==> src/rtl/muldiv_iterative_if.sv <==
// Start/busy/done handshake bundle between the core and the iterative RV32M unit.
interface muldiv_iterative_if;
    logic        iStart;
    logic [2:0]  iFunct3;
    logic [31:0] iRs1Data;
    logic [31:0] iRs2Data;
    logic [4:0]  iRd;
    logic        oBusy;
    logic        oDone;
    logic [31:0] oResult;
    logic [4:0]  oRd;

    modport master (
        output iStart, iFunct3, iRs1Data, iRs2Data, iRd,
        input  oBusy, oDone, oResult, oRd
    );

    modport slave (
        input  iStart, iFunct3, iRs1Data, iRs2Data, iRd,
        output oBusy, oDone, oResult, oRd
    );
endinterface

==> src/rtl/muldiv_iterative.sv <==
// Iterative RV32M multiply/divide: 32-step shift-add multiply and restoring divide.
// Define FAST_MUL_EN for a single-cycle combinational multiply path.
module muldiv_iterative (
    input logic               iCLK,
    input logic               iRST,
    muldiv_iterative_if.slave bus
);
    typedef enum logic [1:0] {StIdle, StMul, StDiv, StDone} stateT;

    stateT       stateQ, stateD;
    logic [5:0]  cntQ, cntD;
    logic [1:0]  opSelQ, opSelD;
    logic [63:0] accQ, accD;
    logic [32:0] remQ, remD;
    logic [31:0] opBQ, opBD;
    logic        negQuotQ, negQuotD, negRemQ, negRemD;
    logic        shortQ, shortD;
    logic [4:0]  rdPendQ, rdPendD, rdQ, rdD;
    logic [31:0] resultQ, resultD;

    logic        aSigned, bSigned, negA, negB;
    logic [31:0] magA, magB;
    logic        divByZero, divOverflow;
    logic [32:0] mulSum;
    logic [63:0] mulNext, prodFix;
    logic [33:0] divShift, divDiff;
    logic [32:0] divRemNext;
    logic [31:0] divQuotNext, quotFix, remFix;

    // MUL is treated as unsigned: the low product word does not depend on signedness.
    assign aSigned     = (bus.iFunct3 == 3'b001) || (bus.iFunct3 == 3'b010) ||
                         (bus.iFunct3 == 3'b100) || (bus.iFunct3 == 3'b110);
    assign bSigned     = (bus.iFunct3 == 3'b001) || (bus.iFunct3 == 3'b100) ||
                         (bus.iFunct3 == 3'b110);
    assign negA        = aSigned && bus.iRs1Data[31];
    assign negB        = bSigned && bus.iRs2Data[31];
    assign magA        = negA ? -bus.iRs1Data : bus.iRs1Data;
    assign magB        = negB ? -bus.iRs2Data : bus.iRs2Data;
    assign divByZero   = (bus.iRs2Data == 32'd0);
    assign divOverflow = !bus.iFunct3[0] && (bus.iRs1Data == 32'h8000_0000) &&
                         (bus.iRs2Data == 32'hFFFF_FFFF);

    // Multiplier sits in accQ[31:0] and shifts out as the product shifts in.
    assign mulSum  = {1'b0, accQ[63:32]} + (accQ[0] ? {1'b0, opBQ} : 33'd0);
    assign mulNext = {mulSum, accQ[31:1]};
    assign prodFix = negQuotQ ? -mulNext : mulNext;

    // Dividend sits in accQ[31:0] and is replaced by quotient bits from the bottom.
    assign divShift    = {remQ, accQ[31]};
    assign divDiff     = divShift - {2'b00, opBQ};
    assign divRemNext  = divDiff[33] ? divShift[32:0] : divDiff[32:0];
    assign divQuotNext = {accQ[30:0], ~divDiff[33]};
    assign quotFix     = negQuotQ ? -divQuotNext : divQuotNext;
    assign remFix      = negRemQ ? -divRemNext[31:0] : divRemNext[31:0];

`ifdef FAST_MUL_EN
    logic [63:0] fastProd, fastFix;
    assign fastProd = {32'd0, magA} * {32'd0, magB};
    assign fastFix  = (negA ^ negB) ? -fastProd : fastProd;
`endif

    always_comb begin
        stateD   = stateQ;
        cntD     = cntQ;
        opSelD   = opSelQ;
        accD     = accQ;
        remD     = remQ;
        opBD     = opBQ;
        negQuotD = negQuotQ;
        negRemD  = negRemQ;
        shortD   = shortQ;
        rdPendD  = rdPendQ;
        rdD      = rdQ;
        resultD  = resultQ;
        unique case (stateQ)
            StIdle, StDone: begin
                // Short ops spend one settle cycle here so done lands one edge after accept.
                if (shortQ) begin
                    stateD = StDone;
                    shortD = 1'b0;
                end else if (bus.iStart) begin
                    opSelD   = bus.iFunct3[1:0];
                    cntD     = 6'd0;
                    rdPendD  = bus.iRd;
                    negQuotD = negA ^ negB;
                    negRemD  = negA;
                    if (bus.iFunct3[2]) begin
                        if (divByZero) begin
                            resultD = bus.iFunct3[1] ? bus.iRs1Data : 32'hFFFF_FFFF;
                            rdD     = bus.iRd;
                            stateD  = StIdle;
                            shortD  = 1'b1;
                        end else if (divOverflow) begin
                            resultD = bus.iFunct3[1] ? 32'd0 : 32'h8000_0000;
                            rdD     = bus.iRd;
                            stateD  = StIdle;
                            shortD  = 1'b1;
                        end else begin
                            accD   = {32'd0, magA};
                            remD   = 33'd0;
                            opBD   = magB;
                            stateD = StDiv;
                        end
                    end else begin
`ifdef FAST_MUL_EN
                        resultD = (bus.iFunct3[1:0] == 2'b00) ? fastFix[31:0] : fastFix[63:32];
                        rdD     = bus.iRd;
                        stateD  = StIdle;
                        shortD  = 1'b1;
`else
                        accD   = {32'd0, magB};
                        opBD   = magA;
                        stateD = StMul;
`endif
                    end
                end else if (stateQ == StDone) begin
                    stateD = StIdle;
                end
            end
            StMul: begin
                accD = mulNext;
                cntD = cntQ + 6'd1;
                if (cntQ == 6'd31) begin
                    resultD = (opSelQ == 2'b00) ? prodFix[31:0] : prodFix[63:32];
                    rdD     = rdPendQ;
                    stateD  = StDone;
                end
            end
            StDiv: begin
                accD = {32'd0, divQuotNext};
                remD = divRemNext;
                cntD = cntQ + 6'd1;
                if (cntQ == 6'd31) begin
                    resultD = opSelQ[1] ? remFix : quotFix;
                    rdD     = rdPendQ;
                    stateD  = StDone;
                end
            end
            default: stateD = StIdle;
        endcase
    end

    always_ff @(posedge iCLK or posedge iRST) begin
        if (iRST) begin
            stateQ   <= StIdle;
            cntQ     <= 6'd0;
            opSelQ   <= 2'd0;
            accQ     <= 64'd0;
            remQ     <= 33'd0;
            opBQ     <= 32'd0;
            negQuotQ <= 1'b0;
            negRemQ  <= 1'b0;
            shortQ   <= 1'b0;
            rdPendQ  <= 5'd0;
            rdQ      <= 5'd0;
            resultQ  <= 32'd0;
        end else begin
            stateQ   <= stateD;
            cntQ     <= cntD;
            opSelQ   <= opSelD;
            accQ     <= accD;
            remQ     <= remD;
            opBQ     <= opBD;
            negQuotQ <= negQuotD;
            negRemQ  <= negRemD;
            shortQ   <= shortD;
            rdPendQ  <= rdPendD;
            rdQ      <= rdD;
            resultQ  <= resultD;
        end
    end

    assign bus.oBusy   = (stateQ == StMul) || (stateQ == StDiv);
    assign bus.oDone   = (stateQ == StDone);
    assign bus.oResult = resultQ;
    assign bus.oRd     = rdQ;
endmodule

==> src/flat_wrapper.sv <==
// flat-port wrapper written by rule: the top's interface ports become plain ports
module muldiv_iterative_flat 
  (iCLK, iRST, bus_iStart, bus_iFunct3, bus_iRs1Data, bus_iRs2Data, bus_iRd, bus_oBusy, bus_oDone, bus_oResult, bus_oRd);
  muldiv_iterative_if bus_i ();
  input logic iCLK;
  input logic iRST;
  input wire logic [$bits(bus_i.iStart)-1:0] bus_iStart;
  input wire logic [$bits(bus_i.iFunct3)-1:0] bus_iFunct3;
  input wire logic [$bits(bus_i.iRs1Data)-1:0] bus_iRs1Data;
  input wire logic [$bits(bus_i.iRs2Data)-1:0] bus_iRs2Data;
  input wire logic [$bits(bus_i.iRd)-1:0] bus_iRd;
  output wire logic [$bits(bus_i.oBusy)-1:0] bus_oBusy;
  output wire logic [$bits(bus_i.oDone)-1:0] bus_oDone;
  output wire logic [$bits(bus_i.oResult)-1:0] bus_oResult;
  output wire logic [$bits(bus_i.oRd)-1:0] bus_oRd;
  assign bus_i.iStart = bus_iStart;
  assign bus_i.iFunct3 = bus_iFunct3;
  assign bus_i.iRs1Data = bus_iRs1Data;
  assign bus_i.iRs2Data = bus_iRs2Data;
  assign bus_i.iRd = bus_iRd;
  assign bus_oBusy = bus_i.oBusy;
  assign bus_oDone = bus_i.oDone;
  assign bus_oResult = bus_i.oResult;
  assign bus_oRd = bus_i.oRd;
  muldiv_iterative u_core (.iCLK(iCLK), .iRST(iRST), .bus(bus_i));
endmodule
==> config.mk <==
export PLATFORM = sky130hd
export DESIGN_NAME = muldiv_iterative_flat
export DESIGN_NICKNAME = d
export VERILOG_FILES = /design/src/rtl/muldiv_iterative_if.sv /design/src/rtl/muldiv_iterative.sv /design/src/flat_wrapper.sv
export SDC_FILE = /design/constraint.sdc
export NUM_CORES = 1
export LEC_CHECK = 0
export BUFFER_PORTS_ARGS = -buffer_cell sky130_fd_sc_hd__clkbuf_2
export CORE_MARGIN = 2
export CORE_UTILIZATION = 47
export CTS_BUF_LIST = sky130_fd_sc_hd__clkbuf_4
export DETAILED_ROUTE_END_ITERATION = 16
export PLACE_DENSITY = 0.67
export SLEW_MARGIN = 20
export SYNTH_ARGS = -nofsm -noshare
export SYNTH_HDL_FRONTEND = slang
export SYNTH_SLANG_ARGS = --single-unit
==> constraint.sdc <==
create_clock -name iCLK -period 5 [get_ports iCLK]
set_clock_uncertainty 0.1 [all_clocks]
set_input_delay 0.25 -clock iCLK [delete_from_list [all_inputs] [get_ports iCLK]]
set_output_delay 0.25 -clock iCLK [all_outputs]
set_load 0.005 [all_outputs]
==> metrics.txt <==
Power Dens Cells=598.6 nW/um^2; Port Buffers=113; Vias=19723; CP delay by family, top=compound AO/OA/AOI/OAI gates; DRT antenna net count=0; f_max=205.2 MHz; root buffer cell=clkbuf_4; Placer Congestion=1.025; fin crit period=4.873 ns; Crit path buffers/inverters=1; first-pass GRT wire length=110700 um; DP Cell Count=2899; DRC errors left=0; nets@finish=2625; Via density=6.570; Worst-path clk slew=0.17 ns; core area=37840 um^2; drt pass-1 iters=6; Seq/Total Area, Yosys=25.42%; initial core utilization=47.85%; Slowest-stage cell, CP=or4_1; Final Hold Violating Endpoints=0; Worst EP required=5.52 ns; fin cells=3002; predominant post-synthesis flop cell=dfrtp_1; H-tree depth=4; max_cap viols=0; final setup fails=0; worst skew pair latency=0.73 ns; critical path class=flop to flop; Total GRT Usage=35.46%; RSZ-0062 raised after global routing=false; number of synthesized flops with an enable pin=0; crit-path max FO=7; Worst Tran Pin Value=1.121 ns; commonest non-fill, non-tap cell in the layout=nand2_1; Ys Warns=0; GR Overflow Total=0; Critical Path Most Common Cell=o21ai_1; vias in the first global route=18165; routed len/inst=24.30 um; Post-Syn Area=18110 um^2; Setup WS pre-CTS=-0.06315 ns; share of layout cells above drive strength 1=12.83%; Max VDD drop=0.0006359 V; Critical Path Source Type=flop; final hold slack=0.04991 ns; Chip Height=200.3 um; Sink Count=184; largest net degree at the start of global routing=144; Layout fillers=3634; CTS buffer count=17; pins over their slew limit=0; CP Capture Type=flop; initial antenna violation count=3; Final period util=97.46%; leak pwr=8.757 nW; Area Overhead vs Synth=13.07%; net count after synthesis=2501; Placement Rows=71; worst path cell trace=buf_4, and2_1, ha_1, fa_1, a21o_1, a221o_2, nor3_1, o21ai_1, a211o_1, or4_1, nand2b_1, o31ai_1, xor2_1, a21oi_1, a211oi_2, o21ai_1; Initial DRC Count=2543; post-synthesis async set-or-reset flop share=100.0%; I/O pin count=114; Synth Area per Inst=7.706 um^2; drt total wl=72940 um; Post-Syn Instances=2350; most frequent cells in the layout=289 x nand2_1, 224 x o21ai_0, 183 x nor2_1, 183 x dfrtp_1, 155 x a21oi_1; unique cell type count in the Yosys netlist=96; final worst slack=0.1269 ns; Die X=200.3 um; fin util=54.11%; Die Area=40120 um^2; status=finished clean; Synth Register Bits=184; peak per-stage delay on the critical path=0.60 ns; CTS tree=yes; crit path DAT=5.40 ns; DPL Wire Length=55080 um; Longest Clk Path Bufs=2; slew margin rel.=25.27%; worst hold path class=input port to flop
## per-layer routing
layer | vias to the layer above | share of wire, % | track usage, %
met1 | 9439 | 41 | 49.01
met2 | 1213 | 44 | 54.35
li1 | 8909 | - | -
met5 | - | 0.016 | 0
met4 | 2 | 4.5 | 14.63
met3 | 160 | 11 | 6.752
## stage by stage
stage          cell area, um^2  TNS [ns]  power (W)
6_report                 20480         0    0.01226
5_1_grt                  20470         0    0.01295
4_1_cts                  20380         0    0.01188
3_5_place_dp             19420  -0.08326    0.01082
3_3_place_gp             19420         0    0.01072
2_1_floorplan            18110         0   0.008043
## final timing paths
path	slack [ns]	end	start	depth (start not counted)
hold reg to reg	0.40	u_core.opBQ[10]	u_core.opBQ[10]	2
max in group asynchronous	3.86	u_core.negQuotQ	iRST	4
min in group asynchronous	0.12	u_core.accQ[42]	iRST	4
setup reg to reg	0.13	u_core.bus.oResult[22]	u_core.accQ[0]	16
setup / recovery	0.13	u_core.bus.oResult[22]	u_core.accQ[0]	16
hold / removal	0.05	u_core.accQ[8]	bus_iRs2Data[8]	4
## state kept, by name, indices dropped and copies added, names as in the netlist
name	count
u_core.cntQ	6
u_core.bus.oRd	5
u_core.opBQ	32
u_core.opSelQ	2
u_core.stateQ	2
u_core.shortQ	1
u_core.negRemQ	1
u_core.rdPendQ	5
u_core.bus.oResult	32
u_core.negQuotQ	1
u_core.remQ	33
u_core.accQ	64
## synthesized netlist by cell type (all sizes together), types with 37 or more instances
master	number	area [um^2]
nand3	51	260.3
xor2	106	928.4
ha	74	925.9
o21ai	237	1186
nand2	291	1095
clkbuf	145	544.3
mux2i	52	520.5
o31ai	55	417.9
a21oi	157	785.8
nor3	37	190.2
xnor2	116	1016
dfrtp	184	4604
nor2	187	701.9
inv	67	251.5
## report_power, final
group | internal [W] | leakage, nW | switching (W) | total (W)
clock | 0.000325 | 0.163 | 0.000661 | 0.000986
combinational | 0.00306 | 6.22 | 0.00548 | 0.00854
sequential | 0.00201 | 2.37 | 0.000727 | 0.00273
## layout make-up
| class | instances | area, um^2 | area share [%] |
|---|---|---|---|
| flip-flops and latches | 184 | 4606 | 22.49 |
| clock buffers | 18 | 135.1 | 0.6599 |
| repair buffers | 266 | 1909 | 9.324 |
| clock inverters | 14 | 172.7 | 0.8432 |
| diodes | 4 | 10.01 | 0.04888 |
| well taps | 511 | 639.4 | 3.122 |
| inverters | 69 | 266.5 | 1.301 |
| multi-input cells | 1936 | 12740 | 62.21 |
## what timing repair did
| action | 4_1_cts | 5_1_grt |
|---|---|---|
| buffers inserted | 0 | 4 |
| hold endpoints to repair | 263 | 0 |
| endpoints found under the setup margin | 4 | 16 |
| hold buffers | 63 | 0 |
| pin swaps | 0 | 5 |
| resized for setup | 4 | 11 |
## worst register-to-register path, cell delays in order (launching register included)
cell	delay [ns]
dfrtp_1	0.44
buf_4	0.17
and2_1	0.13
ha_1	0.20
fa_1	0.41
a21o_1	0.21
a221o_2	0.47
nor3_1	0.19
o21ai_1	0.10
a211o_1	0.39
or4_1	0.60
nand2b_1	0.26
o31ai_1	0.32
xor2_1	0.27
a21oi_1	0.13
a211oi_2	0.30
o21ai_1	0.09
## logic make-up (layout without fill, tap and decap cells)
family | Yosys count | count (layout) | synth area share, %
DFF | 184 | 184 | 25.42
buffers and inverters | 230 | 367 | 4.912
AOI/OAI and AO/OA | 788 | 788 | 28.93
muxes | 70 | 70 | 3.993
and+or+nand+nor | 780 | 780 | 20.67
adders and majority gates | 76 | 76 | 5.334
xor gates and xnor gates | 222 | 222 | 10.74
other | 0 | 4 | 0
Note: power is estimated with default switching activity, not from simulation.
